--- src/rtl/pipeline_hazard_ctrl_if.sv ---
// Pipeline hazard control bus: hazard detection inputs, pipeline register controls, data-memory handshake.
// Perf counter signals exist only when HAZARD_PERF_EN is defined.
`timescale 1ns/1ps

interface pipeline_hazard_ctrl_if;
    logic [4:0]  id_rs;
    logic [4:0]  id_rt;
    logic        id_uses_rt;
    logic        ex_memRead;
    logic [4:0]  ex_rd;
    logic        mem_branch;
    logic        mem_zeroFlag;
    logic        mem_memRead;
    logic        mem_memWrite;
    logic        mem_ready;

    logic        pc_en;
    logic        ifid_en;
    logic        ifid_flush;
    logic        idex_flush;
    logic        exmem_en;
    logic        exmem_flush;
    logic        mem_req;
    logic        mem_err;
    logic [1:0]  state;
`ifdef HAZARD_PERF_EN
    logic [31:0] stall_cycles;
    logic [15:0] flush_events;
`endif

    // master: the hazard controller; slave: the pipeline and data memory it steers
    modport master (
`ifdef HAZARD_PERF_EN
        output stall_cycles, output flush_events,
`endif
        input  id_rs, input id_rt, input id_uses_rt, input ex_memRead, input ex_rd,
        input  mem_branch, input mem_zeroFlag, input mem_memRead, input mem_memWrite,
        input  mem_ready,
        output pc_en, output ifid_en, output ifid_flush, output idex_flush,
        output exmem_en, output exmem_flush, output mem_req, output mem_err, output state
    );

    modport slave (
`ifdef HAZARD_PERF_EN
        input  stall_cycles, input flush_events,
`endif
        output id_rs, output id_rt, output id_uses_rt, output ex_memRead, output ex_rd,
        output mem_branch, output mem_zeroFlag, output mem_memRead, output mem_memWrite,
        output mem_ready,
        input  pc_en, input ifid_en, input ifid_flush, input idex_flush,
        input  exmem_en, input exmem_flush, input mem_req, input mem_err, input state
    );
endinterface

--- src/rtl/pipeline_hazard_ctrl.sv ---
// Stall/flush sequencer for the 5-stage pipeline: load-use, MEM-stage taken branches, multi-cycle memory.
// Define HAZARD_PERF_EN to add the stall_cycles / flush_events performance counters.
`timescale 1ns/1ps

module pipeline_hazard_ctrl #(
    parameter int unsigned BR_FLUSH_CYC = 1,
    parameter int unsigned MEM_TIMEOUT  = 255
) (
    input logic                    clk,
    input logic                    reset,
    pipeline_hazard_ctrl_if.master hz
);

    typedef enum logic [1:0] {
        RUN        = 2'd0,
        LOAD_STALL = 2'd1,
        MEM_WAIT   = 2'd2,
        FLUSH      = 2'd3
    } state_t;

    localparam logic [2:0] FLUSH_LOAD = 3'(BR_FLUSH_CYC - 1);
    localparam logic [7:0] TIMEOUT    = 8'(MEM_TIMEOUT);

    state_t     state_q, state_d;
    logic [7:0] wait_cnt_q, wait_cnt_d;
    logic [2:0] flush_cnt_q, flush_cnt_d;
    logic       mem_err_q, mem_err_d;

    logic memop, taken, lu, taken_evt;
    logic pc_en, ifid_en, ifid_flush, idex_flush, exmem_en, exmem_flush, mem_req;

    always_comb begin
        memop = hz.mem_memRead | hz.mem_memWrite;
        taken = hz.mem_branch & hz.mem_zeroFlag;
        lu    = hz.ex_memRead && (hz.ex_rd != 5'd0) &&
                ((hz.ex_rd == hz.id_rs) || (hz.id_uses_rt && (hz.ex_rd == hz.id_rt)));
    end

    always_comb begin
        // NOTE: every signal gets a default first so no path leaves it unassigned (no latch).
        state_d     = state_q;
        wait_cnt_d  = wait_cnt_q;
        flush_cnt_d = flush_cnt_q;
        mem_err_d   = mem_err_q;
        taken_evt   = 1'b0;
        pc_en       = 1'b1;
        ifid_en     = 1'b1;
        exmem_en    = 1'b1;
        ifid_flush  = 1'b0;
        idex_flush  = 1'b0;
        exmem_flush = 1'b0;
        mem_req     = 1'b0;

        unique case (state_q)
            RUN, LOAD_STALL: begin
                state_d = RUN;
                mem_req = memop;
                if (memop && !hz.mem_ready) begin
                    pc_en      = 1'b0;
                    ifid_en    = 1'b0;
                    exmem_en   = 1'b0;
                    wait_cnt_d = '0;
                    state_d    = MEM_WAIT;
                end else if (taken) begin
                    ifid_flush  = 1'b1;
                    idex_flush  = 1'b1;
                    exmem_flush = 1'b1;
                    taken_evt   = 1'b1;
                    flush_cnt_d = FLUSH_LOAD;
                    state_d     = (FLUSH_LOAD == 3'd0) ? RUN : FLUSH;
                end else if (lu && state_q == RUN) begin
                    // the dependent instruction holds in ID for exactly one bubble
                    pc_en      = 1'b0;
                    ifid_en    = 1'b0;
                    idex_flush = 1'b1;
                    state_d    = LOAD_STALL;
                end
            end
            MEM_WAIT: begin
                mem_req = 1'b1;
                if (hz.mem_ready) begin
                    wait_cnt_d = '0;
                    state_d    = RUN;
                end else begin
                    pc_en    = 1'b0;
                    ifid_en  = 1'b0;
                    exmem_en = 1'b0;
                    if (wait_cnt_q != 8'hFF) wait_cnt_d = wait_cnt_q + 8'd1;
                    if (wait_cnt_d >= TIMEOUT) mem_err_d = 1'b1;
                end
            end
            FLUSH: begin
                ifid_flush = 1'b1;
                if (taken) begin
                    idex_flush  = 1'b1;
                    exmem_flush = 1'b1;
                    taken_evt   = 1'b1;
                    flush_cnt_d = FLUSH_LOAD;
                    state_d     = (FLUSH_LOAD == 3'd0) ? RUN : FLUSH;
                end else if (flush_cnt_q <= 3'd1) begin
                    flush_cnt_d = '0;
                    state_d     = RUN;
                end else begin
                    flush_cnt_d = flush_cnt_q - 3'd1;
                end
            end
            default: state_d = RUN;
        endcase

        // reset freezes the whole pipeline with bubbles, independent of the clock
        if (reset) begin
            pc_en       = 1'b0;
            ifid_en     = 1'b0;
            exmem_en    = 1'b0;
            ifid_flush  = 1'b1;
            idex_flush  = 1'b1;
            exmem_flush = 1'b1;
            mem_req     = 1'b0;
        end
    end

    always_ff @(posedge clk or posedge reset) begin
        if (reset) begin
            state_q     <= RUN;
            wait_cnt_q  <= '0;
            flush_cnt_q <= '0;
            mem_err_q   <= 1'b0;
        end else begin
            // NOTE: non-blocking assignments so every register samples pre-edge values.
            state_q     <= state_d;
            wait_cnt_q  <= wait_cnt_d;
            flush_cnt_q <= flush_cnt_d;
            mem_err_q   <= mem_err_d;
        end
    end

`ifdef HAZARD_PERF_EN
    logic [31:0] stall_cycles_q;
    logic [15:0] flush_events_q;

    always_ff @(posedge clk or posedge reset) begin
        if (reset) begin
            stall_cycles_q <= '0;
            flush_events_q <= '0;
        end else begin
            if (!pc_en)    stall_cycles_q <= stall_cycles_q + 32'd1;
            if (taken_evt) flush_events_q <= flush_events_q + 16'd1;
        end
    end

    assign hz.stall_cycles = stall_cycles_q;
    assign hz.flush_events = flush_events_q;
`endif

    assign hz.pc_en       = pc_en;
    assign hz.ifid_en     = ifid_en;
    assign hz.ifid_flush  = ifid_flush;
    assign hz.idex_flush  = idex_flush;
    assign hz.exmem_en    = exmem_en;
    assign hz.exmem_flush = exmem_flush;
    assign hz.mem_req     = mem_req;
    assign hz.mem_err     = mem_err_q;
    assign hz.state       = state_q;

endmodule

--- src/flat_wrapper.sv ---
// flat-port wrapper written by rule: the top's interface ports become plain ports
module pipeline_hazard_ctrl_flat 
#(
    parameter int unsigned BR_FLUSH_CYC = 1,
    parameter int unsigned MEM_TIMEOUT  = 255
)
  (clk, reset, hz_id_rs, hz_id_rt, hz_id_uses_rt, hz_ex_memRead, hz_ex_rd, hz_mem_branch, hz_mem_zeroFlag, hz_mem_memRead, hz_mem_memWrite, hz_mem_ready, hz_pc_en, hz_ifid_en, hz_ifid_flush, hz_idex_flush, hz_exmem_en, hz_exmem_flush, hz_mem_req, hz_mem_err, hz_state);
  pipeline_hazard_ctrl_if hz_i ();
  input logic clk;
  input logic reset;
  input wire logic [$bits(hz_i.id_rs)-1:0] hz_id_rs;
  input wire logic [$bits(hz_i.id_rt)-1:0] hz_id_rt;
  input wire logic [$bits(hz_i.id_uses_rt)-1:0] hz_id_uses_rt;
  input wire logic [$bits(hz_i.ex_memRead)-1:0] hz_ex_memRead;
  input wire logic [$bits(hz_i.ex_rd)-1:0] hz_ex_rd;
  input wire logic [$bits(hz_i.mem_branch)-1:0] hz_mem_branch;
  input wire logic [$bits(hz_i.mem_zeroFlag)-1:0] hz_mem_zeroFlag;
  input wire logic [$bits(hz_i.mem_memRead)-1:0] hz_mem_memRead;
  input wire logic [$bits(hz_i.mem_memWrite)-1:0] hz_mem_memWrite;
  input wire logic [$bits(hz_i.mem_ready)-1:0] hz_mem_ready;
  output wire logic [$bits(hz_i.pc_en)-1:0] hz_pc_en;
  output wire logic [$bits(hz_i.ifid_en)-1:0] hz_ifid_en;
  output wire logic [$bits(hz_i.ifid_flush)-1:0] hz_ifid_flush;
  output wire logic [$bits(hz_i.idex_flush)-1:0] hz_idex_flush;
  output wire logic [$bits(hz_i.exmem_en)-1:0] hz_exmem_en;
  output wire logic [$bits(hz_i.exmem_flush)-1:0] hz_exmem_flush;
  output wire logic [$bits(hz_i.mem_req)-1:0] hz_mem_req;
  output wire logic [$bits(hz_i.mem_err)-1:0] hz_mem_err;
  output wire logic [$bits(hz_i.state)-1:0] hz_state;
  assign hz_i.id_rs = hz_id_rs;
  assign hz_i.id_rt = hz_id_rt;
  assign hz_i.id_uses_rt = hz_id_uses_rt;
  assign hz_i.ex_memRead = hz_ex_memRead;
  assign hz_i.ex_rd = hz_ex_rd;
  assign hz_i.mem_branch = hz_mem_branch;
  assign hz_i.mem_zeroFlag = hz_mem_zeroFlag;
  assign hz_i.mem_memRead = hz_mem_memRead;
  assign hz_i.mem_memWrite = hz_mem_memWrite;
  assign hz_i.mem_ready = hz_mem_ready;
  assign hz_pc_en = hz_i.pc_en;
  assign hz_ifid_en = hz_i.ifid_en;
  assign hz_ifid_flush = hz_i.ifid_flush;
  assign hz_idex_flush = hz_i.idex_flush;
  assign hz_exmem_en = hz_i.exmem_en;
  assign hz_exmem_flush = hz_i.exmem_flush;
  assign hz_mem_req = hz_i.mem_req;
  assign hz_mem_err = hz_i.mem_err;
  assign hz_state = hz_i.state;
  pipeline_hazard_ctrl #(.BR_FLUSH_CYC(BR_FLUSH_CYC), .MEM_TIMEOUT(MEM_TIMEOUT)) u_core (.clk(clk), .reset(reset), .hz(hz_i));
endmodule
--- config.mk ---
export PLATFORM = sky130hd
export DESIGN_NAME = pipeline_hazard_ctrl_flat
export DESIGN_NICKNAME = d
export VERILOG_FILES = /design/src/rtl/pipeline_hazard_ctrl_if.sv /design/src/rtl/pipeline_hazard_ctrl.sv /design/src/flat_wrapper.sv
export SDC_FILE = /design/constraint.sdc
export NUM_CORES = 1
export LEC_CHECK = 0
export ABC_AREA = 1
export CORE_UTILIZATION = 35
export DETAILED_ROUTE_END_ITERATION = 12
export GPL_ROUTABILITY_DRIVEN = 0
export HOLD_SLACK_MARGIN = 0.12
export REMOVE_ABC_BUFFERS = 1
export SLEW_MARGIN = 20
export SYNTH_ARGS = -nofsm -noshare
export SYNTH_HDL_FRONTEND = slang
export SYNTH_SLANG_ARGS = --single-unit
--- constraint.sdc ---
create_clock -name clk -period 2.4 [get_ports clk]
set_input_delay 0.36 -clock clk [delete_from_list [all_inputs] [get_ports clk]]
set_output_delay 0.36 -clock clk [all_outputs]
set_load 0.05 [all_outputs]
==> results_dict.tcl <==
set metrics [dict create \
    grt_pass1_wl_mm 4.80 \
    fin_nets 256 \
    cellLeakagePower_nw 0.889 \
    max-clock-path-buffers 2 \
    cp_max_fo 4 \
    cts_tree "done" \
    placed_cells 268 \
    routed_wl_mm 2.92 \
    p_per_area_nw_per_um2 412 \
    port_buffers 33 \
    clock_sinks 14 \
    crit_path_cell_trace "clkdlybuf4s50_1 -> nor2_1 -> nor2_1 -> nor2_2 -> nand2_1 -> nand2_1 -> inv_1 -> a21oi_1 -> buf_4 -> buf_12" \
    grt_overflow_total 0 \
    drv_slew 0 \
    syn_area_per_cell_um2 6.24 \
    relSlewSlack_pct 67.0 \
    max_stage_delay_ns 0.40 \
    firstDrtPassIters 4 \
    max_freq_mhz 454 \
    num_antenna_cells 0 \
    tightest_slew_ns 0.494 \
    fillers 320 \
    drc 0 \
    grt_max_degree 15 \
    synth_top_area_cell "dfrtp_1" \
    path_delay_family "buffers and inverters" \
    fp.dieW_um 59.8 \
    worstSkewPairLatency_ns 0.28 \
    start_util_pct 37.6 \
    finalHoldViolCount 0 \
    vias 1255 \
    antenna_left 0 \
    cts_buffers 3 \
    layout_min_cycle_time_ns 2.20 \
    hpwl_mm 2.44 \
    drive_gt1_share_pct 11.4 \
    finalCritPeriodShare_pct 91.8 \
    via_per_inst 4.61 \
    rows 20 \
    drt_iter0_markers 64 \
    cts_max_level 1 \
    dieArea_um2 3570 \
    layout_common_cells "59 x nand2_1, 37 x inv_1, 26 x clkdlybuf4s50_1" \
    path_buf_inv 4 \
    arrival_ns 1.84 \
    skew_ns 0.00415 \
    clkSlewWorstSetupHoldPaths_ns 0.09 \
    io_pins 34 \
    yosysWarnings 0 \
    netlist_area_um2 1170 \
    drv_cap 0 \
    clockRootBuffer "clkbuf_4" \
    synth_seq_cells 14 \
    ir_worst_vdd_uv 172 \
    worst_setup_path_end_kind "output port" \
    track_usage_pct 17.8 \
    area_delta_synth_final_pct 44.9 \
    ys_types 27 \
    fin_cells 272 \
    grt_pass1_vias 1142 \
    worst_ep_required_time_ns 2.04 \
    synth_cells 187 \
    antenna_found_initial 0 \
    rsz0062_at_grt "false" \
    hold_class "reg -> reg" \
    hold_buffers 0 \
    status "completed" \
    final_common_cell "nand2_1" \
    fp.coreArea_um2 3100 \
    critPathKind "in -> out" \
    tns_ns 0 \
    wl_per_cell_um 10.7 \
    ys_seq_area_share_pct 30.0 \
    synth.area.top_cells "dfrtp_1 30%, nand2_1 19%, inv_1 12%" \
    final_core_util_pct 54.5 \
    cp-start-kind "input pin" \
    slowest_stage "clkdlybuf4s50_1" \
    final-setup-viol-count 0 \
    die_h_um 59.8 \
    synth_top_area_share_pct 30.0 \
]
-- final cells by class --
type	instances	area [um^2]	area share (%)
flip-flops and latches	14	350	20.7
multi-input cells	134	669	39.6
repair buffers	38	438	25.9
well taps	44	55.1	3.25
inverters	38	143	8.43
clock buffers	4	36.3	2.14
-- tightest hold or removal path: stages, from the launching register on --
cell and delay, ns:
dfrtp_1 0.36, inv_1 0.04, nand2_1 0.05
-- registers in the layout (all words and copies together), names as in the netlist --
signal,cells
u_core.flush_cnt_q,3
u_core.hz.state,2
u_core.wait_cnt_q,8
u_core.hz.mem_err,1
-- repair_timing --
action | in CTS | in global routing
setup endpoints to repair | 0 | 2
setup buffers | 0 | 0
resized for setup | 0 | 1
-- stage by stage --
stage          worst slack [ns]  power (W)  cell area [um^2]  hold slack (ns)
6_report                  0.198   0.000696              1690            0.474
5_1_grt                  0.0615   0.000739              1690            0.509
4_1_cts                   0.139   0.000703              1690            0.480
3_5_place_dp              0.148   0.000526              1650            0.449
3_3_place_gp              0.179   0.000521              1650            0.454
2_1_floorplan            -0.517   0.000391              1160            0.257
-- synth_stat cells (all sizes together) --
cell type	n
nor3	2
nor2	22
ha	3
a22o	2
a21oi	4
nor3b	1
nand3	14
o21bai	1
or2	1
nand2	62
dfrtp	14
buf	1
o21ai	10
xnor2	1
a211oi	1
nand4	2
clkinv	1
xor2	3
nand3b	1
o22ai	3
inv	37
a21boi	1
-- cells by family (layout without fill, tap and decap cells) --
group                    after synthesis  in the layout  share of synthesized area (%)
XOR/XNOR                               4              4                           3.00
flip-flops                            14             14                           30.0
adder cells (fa/ha/maj)                3              3                           3.22
buffers and inverters                 39             80                           12.9
AND/OR/NAND/NOR                      105            105                           39.5
AO/OA/AOI/OAI                         22             22                           11.4
-- per-layer routing --
layer / GRT usage (%) / vias up / routed length, um
met5: 0 / - / 0
met4: 3.99 / 0 / 17
met3: 3.25 / 2 / 107
met2: 33.3 / 28 / 1470
met1: 20.9 / 563 / 1320
li1: - / 662 / -
-- path summary, 6_finish.rpt --
kind	to	cells past startpoint	slack, ns	startpoint
max in group asynchronous	u_core.hz.mem_err	3	1.68	reset
worst min-delay path	u_core.hz.mem_err	2	0.47	u_core.hz.mem_err
worst max register to register	u_core.hz.mem_err	8	0.86	u_core.wait_cnt_q[0]
worst min register to register	u_core.hz.mem_err	2	0.47	u_core.hz.mem_err
min in group asynchronous	u_core.flush_cnt_q[2]	3	0.55	reset
worst max-delay path	hz_ifid_en	10	0.20	hz_mem_memWrite
-- where the power goes --
group | leakage [nW] | total [W] | switching [W] | internal [W]
combinational | 0.681 | 0.000263 | 0.000141 | 0.000122
clock | 0.0210 | 0.000176 | 0.0000836 | 0.0000924
sequential | 0.187 | 0.000257 | 0.0000127 | 0.000244
(Power assumes the default switching activity.)
==> edit (same settings) <==
`MEM_TIMEOUT` is set to 255 in 2 places; all go to 191.
--- a/src/rtl/pipeline_hazard_ctrl.sv
+++ b/src/rtl/pipeline_hazard_ctrl.sv
@@ -5,5 +5,5 @@
 module pipeline_hazard_ctrl #(
     parameter int unsigned BR_FLUSH_CYC = 1,
-    parameter int unsigned MEM_TIMEOUT  = 255
+    parameter int unsigned MEM_TIMEOUT  = 191
 ) (
     input logic                    clk,
--- a/src/flat_wrapper.sv
+++ b/src/flat_wrapper.sv
@@ -3,5 +3,5 @@
 #(
     parameter int unsigned BR_FLUSH_CYC = 1,
-    parameter int unsigned MEM_TIMEOUT  = 255
+    parameter int unsigned MEM_TIMEOUT  = 191
 )
   (clk, reset, hz_id_rs, hz_id_rt, hz_id_uses_rt, hz_ex_memRead, hz_ex_rd, hz_mem_branch, hz_mem_zeroFlag, hz_mem_memRead, hz_mem_memWrite, hz_mem_ready, hz_pc_en, hz_ifid_en, hz_ifid_flush, hz_idex_flush, hz_exmem_en, hz_exmem_flush, hz_mem_req, hz_mem_err, hz_state);
Check against the original RTL: no difference found for any inputs over 10 cycles, from zero or initial values and one cycle with reset high; that may be too few to reach the edited logic, so the function may still have changed.
==> edit against the unedited design <==
  * Fmax is essentially flat
  * Wire length shrank 8.8%
  * Synthesized area shrank 1.8%
  * Via count shrank 5.3%
  * Final area shrank 4.3%
  * Sequential cell count is the same
  * Clock skew grew 3.8 ps
  * Setup slack gained 1.6 ps
  * Total power shrank 1.3%
  * Largest cell class unchanged
==> edit: results <==
metrics = {
    "critical_path": {
        "worst_path_largest_cell_delay_ps": 500,
        "timing.critical_path.fanout_max": 3,
        "reg2reg_setup_slack_ps": 880,
        "critical_path.slowest_cell": "sky130_fd_sc_hd__clkdlybuf4s50_1",
        "worst_setup_path_startpoint": "hz_ex_rd[4]",
        "timing.reg2reg.worst_path_depth": 11,
        "crit_path_end": "hz_pc_en",
    },
    "pwr": {
        "part_of_the_power_in_combinational_logic_pct": 41.6,
        "pg_clk_uw": 122,
        "p_int_uw": 443,
        "ir_worst_vdd_uv": 256,
        "power.leakage_nw": 0.817,
    },
    "logic_synthesis": {
        "synth_top_cells_by_count": "sky130_fd_sc_hd__nand2_1, sky130_fd_sc_hd__inv_1, sky130_fd_sc_hd__nor2_1",
        "synth_fa_ha_area_share_pct": 3.28,
        "synth_seq_area_share_pct": 30.6,
        "synth_xor_xnor_area_share_pct": 5.35,
        "synth_compound_gate_area_share_pct": 13.1,
        "yosys-top-cells-area": "sky130_fd_sc_hd__dfrtp_1, sky130_fd_sc_hd__nand2_1, sky130_fd_sc_hd__inv_1, sky130_fd_sc_hd__nand3_1, sky130_fd_sc_hd__nor2_1",
    },
    "grt": {
        "largest_net_degree_at_the_start_of_global_routing": 13,
        "gr-usage-all-layers_pct": 18.0,
        "grt_pass1_wl_um": 4870,
    },
    "timing": {
        "worst_clock_skew_ps": 7.96,
        "slew_headroom_pct": 66.4,
    },
    "drt": {
        "dr.first_iter.drc_count": 42,
        "route.detailed.wl_per_inst_um": 10.4,
    },
    "placement": {
        "dp.final_hpwl_um": 2310,
        "dpl_cell_area_um2": 1600,
    },
    "final_layout": {
        "fin_nets": 241,
        "drive_above_1_share_pct": 14.2,
    },
    "clock_network": {
        "htree_num_levels": 1,
    },
    "worst_hold_path": {
        "hold_path_class": "in2async",
    },
    "outcome": {
        "status": "finished clean",
    },
}
## edit: stage by stage
stage               std cells  worst slack, ps  TNS (ps)  hold WS [ps]  power, mW
global route              256             18.3         0           404      0.735
floorplan                 173             -434     -1030           264      0.440
CTS                       256              202         0           383      0.694
global placement          253              218         0           454      0.566
finish                    256              199         0           392      0.688
detailed placement        253              213         0           487      0.570
## edit: final cells by class
| class | instances | area (µm²) |
|---|---|---|
| clock buffer | 3 | 22.5 |
| timing repair buffer | 36 | 410 |
| inverter | 34 | 128 |
| fill | 323 | 1460 |
| multi-input combinational | 125 | 653 |
| tap | 44 | 55.1 |
| sequential | 14 | 350 |
## edit: routing by layer
metal / share of wire, % / global-route usage [%]
met2: 50 / 33.2
met4: 0.38 / 4.08
met1: 46 / 21.9
met5: 0 / 0
met3: 3.5 / 2.18
